[src/rtl/noc_pkg.sv]
// Shared word format and defaults for the NoC packet buffer.
// A stored entry is the first-word flag on top of the 64-bit data word.
package noc_pkg;

   localparam int WORD_W    = 64;
   localparam int DEPTH_DEF = 16;

   typedef logic [WORD_W:0] noc_word_t;

   function automatic noc_word_t pack_word(input logic first, input logic [WORD_W-1:0] data);
      return {first, data};
   endfunction

endpackage

[src/rtl/noc_ram_2p.sv]
// DEPTH x 65 storage: one synchronous write port, one asynchronous read port.
// Contents are deliberately not reset; occupancy tracking in the parent makes stale data invisible.
module noc_ram_2p
   import noc_pkg::*;
#(
   parameter int DEPTH = DEPTH_DEF,
   parameter int AW    = $clog2(DEPTH)
) (
   input  logic          clk,
   input  logic          we,
   input  logic [AW-1:0] waddr,
   input  noc_word_t     wdata,
   input  logic [AW-1:0] raddr,
   output noc_word_t     rdata
);

   noc_word_t mem [DEPTH];

   always_ff @(posedge clk) begin
      if (we) begin
         mem[waddr] <= wdata;
      end
   end

   assign rdata = mem[raddr];

endmodule

[src/rtl/noc_pkt_buffer.sv]
// Show-ahead packet word buffer with registered almost-full backpressure,
// packet counting and a sticky overflow flag.
module noc_pkt_buffer
   import noc_pkg::*;
#(
   parameter int DEPTH        = DEPTH_DEF,
   parameter int AFULL_MARGIN = 2
) (
   input  logic                       clk,
   input  logic                       reset,
   input  logic                       pushin,
   input  logic                       firstin,
   input  logic [WORD_W-1:0]          din,
   output logic                       stopin,
   output logic                       pushout,
   output logic                       firstout,
   output logic [WORD_W-1:0]          dout,
   input  logic                       stopout,
   output logic [$clog2(DEPTH):0]     word_cnt,
   output logic [7:0]                 pkt_cnt,
   output logic                       ovf
);

   localparam int AW = $clog2(DEPTH);
   localparam int CW = AW + 1;
   localparam logic [CW-1:0] FULL_CNT  = CW'(DEPTH);
   localparam logic [CW-1:0] AFULL_LVL = CW'(DEPTH - AFULL_MARGIN);

   logic [AW-1:0] wr_ptr;
   logic [AW-1:0] rd_ptr;
   logic [CW-1:0] cnt_q;
   logic [CW-1:0] cnt_nxt;
   logic [7:0]    pkt_cnt_q;
   logic          open_q;
   logic          ovf_q;
   logic          stopin_q;
   logic          pop;
   logic          accept;
   noc_word_t     head;

   assign pushout = (cnt_q != '0);
   assign pop     = pushout & ~stopout;
   // A full buffer still takes a push when the head leaves in the same cycle.
   assign accept  = pushin & ((cnt_q != FULL_CNT) | pop);

   always_comb begin
      cnt_nxt = cnt_q;
      case ({accept, pop})
         2'b10:   cnt_nxt = cnt_q + CW'(1);
         2'b01:   cnt_nxt = cnt_q - CW'(1);
         default: cnt_nxt = cnt_q;
      endcase
   end

   always_ff @(posedge clk) begin
      if (reset) begin
         wr_ptr    <= '0;
         rd_ptr    <= '0;
         cnt_q     <= '0;
         pkt_cnt_q <= '0;
         open_q    <= 1'b0;
         ovf_q     <= 1'b0;
         stopin_q  <= 1'b0;
      end else begin
         cnt_q    <= cnt_nxt;
         stopin_q <= (cnt_nxt >= AFULL_LVL);
         if (accept) begin
            wr_ptr <= wr_ptr + AW'(1);
         end
         if (pop) begin
            rd_ptr <= rd_ptr + AW'(1);
         end
         if (pushin && !accept) begin
            ovf_q <= 1'b1;
         end
         // A new header closes the previously open packet.
         if (accept && firstin) begin
            open_q <= 1'b1;
            if (open_q) begin
               pkt_cnt_q <= pkt_cnt_q + 8'd1;
            end
         end
      end
   end

   noc_ram_2p #(
      .DEPTH (DEPTH),
      .AW    (AW)
   ) u_ram (
      .clk   (clk),
      .we    (accept & ~reset),
      .waddr (wr_ptr),
      .wdata (pack_word(firstin, din)),
      .raddr (rd_ptr),
      .rdata (head)
   );

   assign dout     = pushout ? head[WORD_W-1:0] : '0;
   assign firstout = pushout & head[WORD_W];
   assign word_cnt = cnt_q;
   assign pkt_cnt  = pkt_cnt_q;
   assign ovf      = ovf_q;
   assign stopin   = stopin_q;

endmodule

[config.mk]
export PLATFORM = sky130hd
export DESIGN_NAME = noc_pkt_buffer
export DESIGN_NICKNAME = d
export VERILOG_FILES = /design/src/rtl/noc_pkg.sv /design/src/rtl/noc_ram_2p.sv /design/src/rtl/noc_pkt_buffer.sv
export SDC_FILE = /design/constraint.sdc
export NUM_CORES = 1
export LEC_CHECK = 0
export BUFFER_PORTS_ARGS = -buffer_cell sky130_fd_sc_hd__buf_4
export CAP_MARGIN = 20
export CORE_UTILIZATION = 39
export DETAILED_ROUTE_END_ITERATION = 12
export PLACE_DENSITY = 0.57
export SLEW_MARGIN = 20
export SYNTH_ARGS = -nofsm -noshare
export SYNTH_HDL_FRONTEND = slang
export SYNTH_SLANG_ARGS = --single-unit
[constraint.sdc]
create_clock -name clk -period 9.18 [get_ports clk]
set_clock_uncertainty 0.1 [all_clocks]
set_input_delay 0 -clock clk [delete_from_list [all_inputs] [get_ports clk]]
set_output_delay 0 -clock clk [all_outputs]
set_load 0.05 [all_outputs]
### Word-level counts from Yosys, hierarchy flattened

Memory sizes are Yosys's and may differ from the RTL's. A register that Yosys moved wholly into a read port is not among the register bits.
Cells that the tools add are included.
Widths: inputs -> output; s select.

* bits in registers: 24
* bits in latches: 0
* RAM bits: 1040
* bits in read-only memories: 0
* input bits: 69
* output and inout port bits: 81
* memories: 1

Memory list
* u_ram.mem: words 16, bits a word 65, rd ports 1, clocked after Yosys merged registers in 1, write ports 1, RTL line noc_ram_2p.sv:17 `noc_word_t mem [DEPTH];`

* $add $sub $neg: 5
* multiply operators: 0
* divide/modulo/power cells: 0
* $lt $le $gt $ge: 1
* eq/ne operators: 3
* shift-type cells: 0
* mux-type cells: 6
* bitwise logic cells: 7
* reductions and logical operators: 5

Operator list (number)
* $mux 64: 1
* $pmux 5 s2: 1
* $add 4x1->4 const B: 2
* $add 8x1->8 const B: 1
* $mux 4: 2
* $add 5x1->5 const B: 1
* $ge 5x4->1 const B: 1
* $ne 5x5->1 const B: 1
* $reduce_bool 5->1: 1
* $sub 5x1->5 const B: 1
* $and 1x1->1: 4
* $eq 2x1->1 const B: 1
* $eq 2x2->1 const B: 1
* $logic_and 1x1->1: 2
* $mux 1: 2
* $not 1->1: 2
* $reduce_and 2->1: 1
* $logic_not 1->1: 1
* $or 1x1->1: 1

### Logic depth before layout (Yosys ltp)

Gate-level depths: netlist (run 1).

* depth in word-level cells: 7
* gate-level depth with buffers: 9

### By module

Synthesis (run 1) repeated with hierarchy kept, for this count alone.

* cells, all modules: 1811
* area total of the unflattened synthesis: 40616.5 µm²

Modules (own cells, without submodules)
* noc_ram_2p: instances 1, cells each 1608, area an instance 38938.6 µm²
* noc_pkt_buffer: instances 1, cells each 203, area an instance 1677.9 µm²

### Worst setup path before layout (run 1)

Ideal clock, no wire load.

* path kind: register to register
* from: register cnt_q[1] (netlist: word_cnt[1])
* to: memory u_ram.mem[0][0] (netlist bit) (enable)
* library setup time: 0.568 ns
* arrival: 6.172 ns
* slack: 2.340 ns
* stages on the path, launching flop included: 6
* period minus slack after synthesis: 6.840 ns
* path through: dfxtp_1 nor4_1 a21oi_1 nor2b_1 nand2_1 nor3_1

* cells in the longest elaborated chain, start to end: 7

RTL lines
* from (decl): RTL line noc_pkt_buffer.sv:31 `logic [CW-1:0] cnt_q;`
* from (signal assigned): RTL line noc_pkt_buffer.sv:65 `cnt_q <= cnt_nxt;`
* $reduce_bool 5->1: RTL line noc_pkt_buffer.sv:41 `assign pushout = (cnt_q != '0);`
* $and 1x1->1: RTL line noc_pkt_buffer.sv:42 `assign pop = pushout & ~stopout;`
* $or 1x1->1 *: RTL line noc_pkt_buffer.sv:44 `assign accept = pushin & ((cnt_q != FULL_CNT) | pop);`
* $and 1x1->1 *: RTL line noc_pkt_buffer.sv:44
* $and 1x1->1 *: RTL line noc_pkt_buffer.sv:91 `.we (accept & ~reset),`
* $mux 1 *: RTL line noc_ram_2p.sv:20 `if (we) begin`
* $mux 1 (not written as such) *: RTL line noc_ram_2p.sv:21 `mem[waddr] <= wdata;`
* to (decl): RTL line noc_ram_2p.sv:17

Mark *: on every way between the ends. The rest lies on a longest branch, timed or not.

==> results.sh, run 1 <==
export IMPL_io_buffer_count=149
export IMPL_hold_class="input port to flop"
export IMPL_fmax_ghz=0.204
export IMPL_post_route_period_util_pct=53.5
export IMPL_cp_arrival_ns=4.81
export IMPL_die_h_um=325
export IMPL_die_x_um=325
export IMPL_cts_clk_slew_worst_paths_ns=0.06
export IMPL_avgSynthCellArea_sq_um=24.3
export IMPL_clk_insertion_delay_late_ns=0.69
export IMPL_worst_r2r_path_depth=6
export IMPL_max_slew_worst_pin_slew_ns=1.02
export IMPL_required_ns=9.08
export IMPL_nets=2038
export IMPL_async_reset_ff_share_pct=0
export IMPL_final_area_sq_um=47800
export IMPL_coreArea_sq_um=103000
export IMPL_num_rows=118
export IMPL_finalSetupViolCount=0
export IMPL_ant_nets=0
export IMPL_die_area_sq_um=106000
export IMPL_place_area_sq_um=43600
export IMPL_grt_use_total_pct=17.5
export IMPL_io_pins=150
export IMPL_mostFrequentLayoutCells="edfxtp_1, mux4_2, buf_4, clkbuf_16, dlygate4sd3_1"
export IMPL_clock_sinks=1068
export IMPL_numCtsBuffers=109
export IMPL_gp_congestion=0.717
export IMPL_hold_slack_ns=0.0527
export IMPL_ys_ff_latch=1068
export IMPL_grt_pass1_vias=19795
export IMPL_maxCapViolCount=0
export IMPL_syn_inst=1675
export IMPL_vdd_drop_max_mv=0.180
export IMPL_drt_wl_total_mm=91.8
export IMPL_critical_path_class="flop to output pin"
export IMPL_grt_setup_unrepaired="no"
export IMPL_hold_viol_final=0
export IMPL_cts_root_buffer="clkbuf_16"
export IMPL_grt_antenna_before_repair=6
export IMPL_wl_per_cell_um=26.8
export IMPL_hpwl_mm=47.1
export IMPL_cts_path_max_buffers=3
export IMPL_maxSlewHeadroom_pct=32.0
export IMPL_final_cells=3426
export IMPL_p_leak_nw=14.7
export IMPL_post_route_cells_drive_above_1_share_pct=33.4
export IMPL_num_vias=18462
export IMPL_start_util_pct=39.4
export IMPL_p_total_mw=12.5
export IMPL_syn_nets=1754
export IMPL_powerDensity_nw_per_um2=262
export IMPL_drc=0
export IMPL_critPathSlowestCell="dfxtp_4"
export IMPL_outcome="finished, final reports clean"
export IMPL_drt_iter0_drc=1480
export IMPL_synthFlopType="edfxtp_1"
export IMPL_area_growth_pct=17.2
export IMPL_cts_tree="done"
export IMPL_yosysSeqAreaShare_pct=78.0
export IMPL_numPlacedInstances=3155
export IMPL_final_setup_tns_ns=0
export IMPL_final_common_cell="edfxtp_1"
export IMPL_grt_max_degree=167
export IMPL_synth_area_sq_um=40800
export IMPL_max_stage_delay_ns=0.85
export IMPL_synth_warnings=0
export IMPL_h_tree_depth=3
export IMPL_postCtsSetupBuffers=0
export IMPL_yosysUniqueCellTypes=40
export IMPL_timing_critical_path_from_type="flop"
export IMPL_fin_crit_ns=4.91
export IMPL_drv_slew=0
export IMPL_drt_pass1_iterations=5
export IMPL_synth_edf_count=1040
export IMPL_crit_path_end_kind="output pin"
export IMPL_crit_fanout=101
export IMPL_min_path_cells=2
export IMPL_grt_pass1_wl_mm=136
export IMPL_worstPathCellList="buf_12 > buf_16 > buf_4 > mux4_2 > mux4_2 > and2_1 > buf_4"
export IMPL_grt_overflow_total=0
export IMPL_viasPerCell=5.39
## sequential cells by signal, indices dropped and copies added, names as in the netlist, named ones only
register and flops:
open_q 1, pkt_cnt 8, u_ram.mem 1040, rd_ptr 4
stopin 1, ovf 1, word_cnt 5, wr_ptr 4
## kinds of logic (layout without fill, tap and decap cells)
kind of cell             count (synthesis)  count (layout)  share of synthesized area [%]
flip-flops                            1068            1068                           78.0
other                                    0               1                              0
XOR/XNOR                                16              16                          0.344
multiplexers                           329             329                           18.1
AO/OA/AOI/OAI                           22              22                          0.356
buffers and inverters                   91             461                           1.10
AND/OR/NAND/NOR                        139             139                           1.82
adder cells (fa/ha/maj)                 10              10                          0.325
## where the power goes
part	switching, mW	internal (mW)	leakage [nW]
registers	0.0978	5.41	9.60
logic	1.63	1.13	3.49
clock network	1.83	2.41	1.65
total	3.55	8.96	14.7
## final timing paths
path,end,slack [ns],from
setup reg to reg,u_ram.mem[8][12]$_DFFE_PP_,5.28,word_cnt[1]$_SDFF_PP0_
hold reg to reg,pkt_cnt[1]$_SDFFE_PP0P_,0.40,pkt_cnt[1]$_SDFFE_PP0P_
setup / recovery,dout[1],4.27,flop
hold / removal,u_ram.mem[0][11]$_DFFE_PP_,0.05,din[11]
## cells in the mapped netlist (2+ instances only)
library cell	n	share of area, %
a21oi_1	8	0.098
and3_1	2	0.031
nor2_1	36	0.33
a21o_1	4	0.074
mux2_2	2	0.055
nand4_1	4	0.061
nand2_1	14	0.13
xor2_1	9	0.19
buf_2	13	0.16
inv_1	6	0.055
edfxtp_1	1040	77
nand2b_1	2	0.031
nand3_1	2	0.025
mux4_2	325	18
clkbuf_1	45	0.41
xnor2_1	7	0.15
buf_4	20	0.37
nor3_1	7	0.086
o21ai_0	2	0.025
buf_6	2	0.055
buf_1	5	0.046
dfxtp_1	28	1.4
mux2i_1	2	0.049
and2_1	66	1.0
ha_1	9	0.28
## cell type report
class / instances / area, sq um
multi-input cells: 516 / 8630
clock inverters: 60 / 528
inverters: 6 / 22.5
flip-flops and latches: 1068 / 31800
well taps: 1380 / 1730
diodes: 1 / 2.50
repair buffers: 258 / 2180
clock buffers: 137 / 2870
fillers: 8450 / 55700
## worst max-delay path, delay by kind of cell, from the launching register on
| family | cells | cell delay, ns |
|---|---|---|
| buffers and inverters | 4 | 1.85 |
| multiplexers | 2 | 0.97 |
| flip-flops | 1 | 0.85 |
| AND/OR/NAND/NOR | 1 | 0.20 |
## repair_timing
item | in CTS | in global routing
resized for setup | 0 | 0
endpoints found under the hold margin | 1068 | 0
hold buffers | 72 | 0
## stage by stage
| stage | setup slack, ns | utilization [%] |
|---|---|---|
| floorplan | 2.34 | - |
| global placement | 4.99 | 42.1 |
| detailed placement | 5.05 | 42.1 |
| CTS | 4.30 | 46.1 |
| global route | 4.06 | 46.2 |
| finish | 4.27 | 46.2 |
## metal layers
metal  up-vias  track usage [%]  routed length (um)
li1       7746                -                   -
met1     10075             23.9               38700
met2       507             29.1               46300
met3       126             3.25                4990
met4         8             4.62                1690
met5         -                0                  50
Note: power is estimated with default switching activity, not from simulation.
==> inputs of run 2 (changes only) <==
Settings changed: ABC_AREA from default to 1, PLACE_DENSITY 0.57 to 0.59.
Clock period 9.18 ns to 4.2 ns, I/O delays scaled along.
==> run 2 against run 1 <==
  * Non-clock buffer count is 19 higher
  * Worst setup slack worse by 3.5 ns
  * Wire length is 17% higher
  * Critical path depth is 2 higher
  * Synthesized cell count is 92% higher
  * First-iteration DRC count is 65% higher
  * Via count is 43% higher
  * Cell area is 2.7% higher
  * Clock power is 130% higher
  * Sequential power is 120% higher
  * Sequential share of layout area is 1.8 points lower
  * Cell count is 42% higher
==> results.sh, run 2 <==
export IMPL_clk_insertion_delay_late_ns=0.68
export IMPL_p_total_mw=31.0
export IMPL_grt_overflow_total=0
export IMPL_yosysUniqueCellTypes=27
export IMPL_grt_max_degree=212
export IMPL_finalSetupViolCount=0
export IMPL_die_x_um=331
export IMPL_ant_nets=0
export IMPL_wl_per_cell_um=22.0
export IMPL_mostFrequentLayoutCells="edfxtp_1, nor2_1, o21ai_0, o211ai_1, buf_4"
export IMPL_clock_sinks=1068
export IMPL_num_rows=120
export IMPL_drv_slew=0
export IMPL_vdd_drop_max_mv=0.583
export IMPL_syn_nets=3298
export IMPL_p_sw_mw=11.0
export IMPL_area_growth_pct=16.1
export IMPL_start_util_pct=39.4
export IMPL_p_leak_nw=15.9
export IMPL_swShare_pct=35.5
export IMPL_grt_pass1_wl_mm=160
export IMPL_cp_arrival_ns=3.30
export IMPL_cts_tree="done"
export IMPL_numCtsBuffers=109
export IMPL_die_area_sq_um=110000
export IMPL_num_vias=26379
export IMPL_cts_path_max_buffers=3
export IMPL_final_area_sq_um=49100
export IMPL_hold_slack_ns=0.0703
export IMPL_powerDensity_nw_per_um2=632
export IMPL_fin_crit_ns=3.40
export IMPL_avgSynthCellArea_sq_um=13.1
export IMPL_drt_pass1_iterations=7
export IMPL_cts_root_buffer="clkbuf_16"
export IMPL_h_tree_depth=3
export IMPL_outcome="finished, final reports clean"
export IMPL_timing_critical_path_from_type="flop"
export IMPL_critical_path_class="flop to output pin"
export IMPL_pre_cts_slack_ns=1.33
export IMPL_fmax_ghz=0.294
export IMPL_crit_fanout=185
export IMPL_maxSlewHeadroom_pct=28.1
export IMPL_final_cells=4877
export IMPL_final_setup_worst_slack_ns=0.803
export IMPL_hold_viol_final=0
export IMPL_r2r_slack_ns=1.44
export IMPL_crit_path_end_kind="output pin"
export IMPL_p_comb_share_pct=30.3
export IMPL_viasPerCell=5.41
export IMPL_cts_clk_slew_worst_paths_ns=0.06
export IMPL_yosysSeqAreaShare_pct=75.2
export IMPL_internal_power_mw=20.0
export IMPL_synth_top_area_share_pct=73.9
export IMPL_synth_top_cell_by_area="edfxtp_1"
export IMPL_nets=3462
export IMPL_synth_edf_count=1040
export IMPL_grt_setup_unrepaired="no"
export IMPL_grt_use_total_pct=19.3
export IMPL_hpwl_mm=52.5
export IMPL_grt_pass1_vias=25433
export IMPL_hold_class="input port to flop"
export IMPL_final_setup_tns_ns=0
export IMPL_gp_congestion=0.729
export IMPL_drc=0
export IMPL_yosys_top_cells_count="edfxtp_1, nor2_1, o21ai_0, o211ai_1, nand3_1"
export IMPL_place_area_sq_um=44800
export IMPL_io_pins=150
export IMPL_grt_antenna_before_repair=4
export IMPL_synth_area_top_cells="edfxtp_1, nor2_1, o21ai_0, o211ai_1, nand3_1"
export IMPL_post_route_cells_drive_above_1_share_pct=10.8
export IMPL_synth_area_sq_um=42300
export IMPL_required_ns=4.10
export IMPL_numPlacedInstances=4604
export IMPL_final_common_cell="edfxtp_1"
export IMPL_synth_warnings=0
export IMPL_async_reset_ff_share_pct=0
export IMPL_yosysMostFrequentCell="edfxtp_1"
export IMPL_max_slew_worst_pin_slew_ns=1.08
export IMPL_fin_util_pct=45.8
export IMPL_largest_register_ff_count=1040
export IMPL_p_clk_share_pct=31.2
export IMPL_top_register="u_ram.mem"
export IMPL_die_h_um=331
export IMPL_coreArea_sq_um=107000
export IMPL_post_route_period_util_pct=80.9
export IMPL_maxCapViolCount=0
export IMPL_synthFlopType="edfxtp_1"
export IMPL_io_buffer_count=149
export IMPL_syn_inst=3219
export IMPL_fillers=9559
export IMPL_ys_ff_latch=1068
export IMPL_drt_iter0_drc=2448
export IMPL_drt_wl_total_mm=107
export IMPL_p_seq_share_pct=38.5
## run 2: power by group through the flow
stage / Combinational [mW] / Sequential (mW) / Clock (mW)
after global placement: 9.38 / 12.2 / 0
final: 9.40 / 12.0 / 9.68
after global routing: 10.3 / 12.0 / 10.2
after CTS: 9.53 / 12.0 / 9.84
after floorplan: 6.51 / 12.2 / 0
after detailed placement: 9.43 / 12.2 / 0
## run 2: routing by layer
metal	up-vias	global-route usage [%]	part of all wire, %
met4	8	5.00	2.1
met3	158	3.05	5.4
met2	717	31.3	48
met1	13256	27.2	45
li1	12240	-	-
met5	-	0	0.043
## run 2: cell type report
class | count | area [sq um] | share of cell area (%)
diodes | 1 | 2.50 | 0.00510
clock buffers | 141 | 2950 | 6.02
clock inverters | 60 | 602 | 1.23
inverters | 29 | 140 | 0.286
multi-input cells | 1898 | 9360 | 19.1
flip-flops and latches | 1068 | 31800 | 64.8
well taps | 1403 | 1760 | 3.58
repair buffers | 277 | 2460 | 5.01
## run 2: worst max-delay path, stage by stage (launching register included)
cell and delay, ns:
dfxtp_4 0.46, buf_12 0.47, buf_4 0.57, nor2_1 0.11
nor2_1 0.09, o21ai_0 0.08, o211ai_1 0.13, nand3_1 0.09
a21oi_1 0.30, buf_4 0.26
## run 2: worst paths after layout
| path | startpoint | endpoint | depth (start not counted) |
|---|---|---|---|
| worst max-delay path | flop | dout[30] | 9 |
| worst min register to register | rd_ptr[2]$_SDFFE_PP0N_ | flop | 2 |
| worst min-delay path | din[35] | u_ram.mem[9][35]$_DFFE_PP_ | 2 |
| worst max register to register | word_cnt[1]$_SDFF_PP0_ | u_ram.mem[15][37]$_DFFE_PP_ | 7 |
## run 2: kinds of logic after synthesis
kind of cell / after synthesis / synth area share, %
adder cells (fa/ha/maj): 10 / 0.314
AO/OA/AOI/OAI: 873 / 11.9
buffers and inverters: 253 / 2.99
AND/OR/NAND/NOR: 1010 / 9.49
XOR/XNOR: 5 / 0.104
flip-flops: 1068 / 75.2
## run 2: repair_timing
| item | 4_1_cts | 5_1_grt |
|---|---|---|
| gates resized for setup | 0 | 0 |
| hold buffers | 71 | 0 |
| endpoints found under the setup margin | 0 | 0 |
| endpoints found under the hold margin | 1072 | 0 |
| setup buffers | 0 | 0 |
==> inputs of run 3 (changes only) <==
Settings changed: ABC_AREA 1 to 0.
Clock period 4.2 ns to 3 ns, I/O delays scaled along.
==> run 3 against run 2 <==
  * Critical path depth decreased by 1
  * First-iteration DRC count decreased by 32%
  * Wire length decreased by 12%
  * Via count decreased by 29%
  * Clock-buffer cell count decreased by 13
  * Worst setup slack got worse by 0.91 ns
  * The flow now finishes with violations (setup timing)
  * Critical path type unchanged
  * Register-to-register slack got worse by 1.3 ns
  * Non-clock buffer count increased by 47
  * Highest routed layer unchanged
==> results.sh, run 3 (same netlist as run 1, synthesis figures left out) <==
export IMPL_critical_path_class="flop to output pin"
export IMPL_internal_power_mw=29.4
export IMPL_die_h_um=325
export IMPL_largest_register_ff_count=1040
export IMPL_p_seq_share_pct=40.7
export IMPL_p_clk_share_pct=31.2
export IMPL_fmax_ghz=0.322
export IMPL_grt_antenna_before_repair=4
export IMPL_num_rows=118
export IMPL_pre_cts_slack_ns=0.0802
export IMPL_maxCapViolCount=0
export IMPL_die_area_sq_um=106000
export IMPL_drt_wl_total_mm=94.1
export IMPL_grt_use_total_pct=17.9
export IMPL_required_ns=2.90
export IMPL_io_pins=150
export IMPL_die_x_um=325
export IMPL_drt_iter0_drc=1656
export IMPL_hold_viol_final=0
export IMPL_p_leak_nw=15.7
export IMPL_p_total_mw=41.0
export IMPL_critPathSlowestCell="mux4_2"
export IMPL_viasPerCell=5.39
export IMPL_timing_critical_path_from_type="flop"
export IMPL_io_buffer_count=149
export IMPL_final_common_cell="edfxtp_1"
export IMPL_h_tree_depth=3
export IMPL_start_util_pct=39.4
export IMPL_grt_pass1_wl_mm=137
export IMPL_crit_fanout=7
export IMPL_fin_crit_ns=3.11
export IMPL_swShare_pct=28.2
export IMPL_cts_root_buffer="clkbuf_16"
export IMPL_worst_r2r_path_depth=9
export IMPL_min_path_cells=2
export IMPL_drv_slew=0
export IMPL_final_setup_worst_slack_ns=-0.107
export IMPL_finalSetupViolCount=34
export IMPL_gp_congestion=0.739
export IMPL_cts_tree="done"
export IMPL_nets=2102
export IMPL_vdd_drop_max_mv=0.589
export IMPL_p_comb_share_pct=28.1
export IMPL_p_sw_mw=11.5
export IMPL_hold_class="input port to flop"
export IMPL_violations="setup timing"
export IMPL_drc=0
export IMPL_maxSlewHeadroom_pct=59.0
export IMPL_powerDensity_nw_per_um2=820
export IMPL_grt_pass1_vias=20168
export IMPL_cp_arrival_ns=3.01
export IMPL_num_antenna_cells=0
export IMPL_cts_path_max_buffers=3
export IMPL_max_slew_worst_pin_slew_ns=0.615
export IMPL_crit_path_end_kind="output pin"
export IMPL_hpwl_mm=46.4
export IMPL_ant_nets=0
export IMPL_clk_insertion_delay_late_ns=0.69
export IMPL_drt_pass1_iterations=4
export IMPL_num_vias=18824
export IMPL_cts_clk_slew_worst_paths_ns=0.06
export IMPL_post_route_cells_drive_above_1_share_pct=38.8
export IMPL_wl_per_cell_um=27.0
export IMPL_max_stage_delay_ns=0.53
export IMPL_top_register="u_ram.mem"
export IMPL_outcome="finished with violations"
export IMPL_fillers=8222
export IMPL_grt_max_degree=66
export IMPL_grt_overflow_total=0
export IMPL_post_route_period_util_pct=104
export IMPL_clock_sinks=1068
export IMPL_worstPathCellList="buf_12 > buf_16 > buf_12 > buf_16 > mux4_2 > mux4_2 > and2_4 > buf_6"
export IMPL_numCtsBuffers=107
export IMPL_area_growth_pct=22.6
export IMPL_coreArea_sq_um=103000
export IMPL_fin_util_pct=48.3
export IMPL_mostFrequentLayoutCells="edfxtp_1, mux4_2, clkbuf_16, buf_4, dlygate4sd3_1"
export IMPL_grt_setup_unrepaired="yes"
run 3: final timing paths:
path	slack (ns)	end	start
worst max-delay path	-0.11	dout[50]	flop
worst min-delay path	0.06	u_ram.mem[0][15]$_DFFE_PP_	din[15]
worst max register to register	0.13	stopin$_SDFF_PP0_	word_cnt[1]$_SDFF_PP0_
worst min register to register	0.42	pkt_cnt[1]$_SDFFE_PP0P_	pkt_cnt[1]$_SDFFE_PP0P_
run 3: area by class of cell:
| cell class | instances | area [sq um] | share of cell area, % |
|---|---|---|---|
| Clock buffer | 128 | 2800 | 5.60 |
| Clock inverter | 71 | 558 | 1.12 |
| Inverter | 6 | 25.0 | 0.0501 |
| Multi-Input combinational cell | 516 | 8850 | 17.7 |
| Sequential cell | 1068 | 31800 | 63.7 |
| Tap cell | 1380 | 1730 | 3.45 |
| Timing Repair Buffer | 324 | 4190 | 8.39 |
run 3: power by group through the flow:
stage | logic, mW | clock network, mW | registers [mW]
2_1_floorplan | 6.28 | 0 | 17.1
3_3_place_gp | 9.08 | 0 | 17.0
3_5_place_dp | 9.15 | 0 | 17.0
4_1_cts | 11.5 | 13.1 | 16.7
5_1_grt | 12.1 | 13.6 | 16.7
6_report | 11.5 | 12.8 | 16.7
run 3: what timing repair did:
action | in CTS | in global routing
setup endpoints to repair | 65 | 63
hold buffers | 72 | 0
cloned | 22 | 5
hold endpoints to repair | 1068 | 0
resized for setup | 155 | 16
buffers inserted | 14 | 5
pin swaps | 0 | 0
run 3: worst max-delay path: cells and delay by family, from the launching register on:
| family | cells | cell delay [ns] |
|---|---|---|
| flops | 1 | 0.37 |
| mux | 2 | 1.02 |
| buf+inv | 5 | 0.73 |
| simple gates | 1 | 0.19 |
run 3: metal layers:
layer  up-vias  part of all wire (%)  global-route usage, %
met2       522                    49                   29.0
met4         6                   2.1                   5.01
li1       7902                     -                      -
met5         -                 0.030                      0
met1     10267                    43                   24.8
met3       127                   5.3                   3.16
run 3: through the flow:
step                instances  area [sq um]  hold slack [ns]  TNS (ns)
CTS                      3486         49800           0.0152     -4.66
floorplan                1675         41000         -0.00113    -96.50
detailed placement       3179         44400            0.194         0
global route             3493         50000           0.0637     -6.10
global placement         3179         44400            0.185         0
finish                   3493         50000           0.0617     -1.76
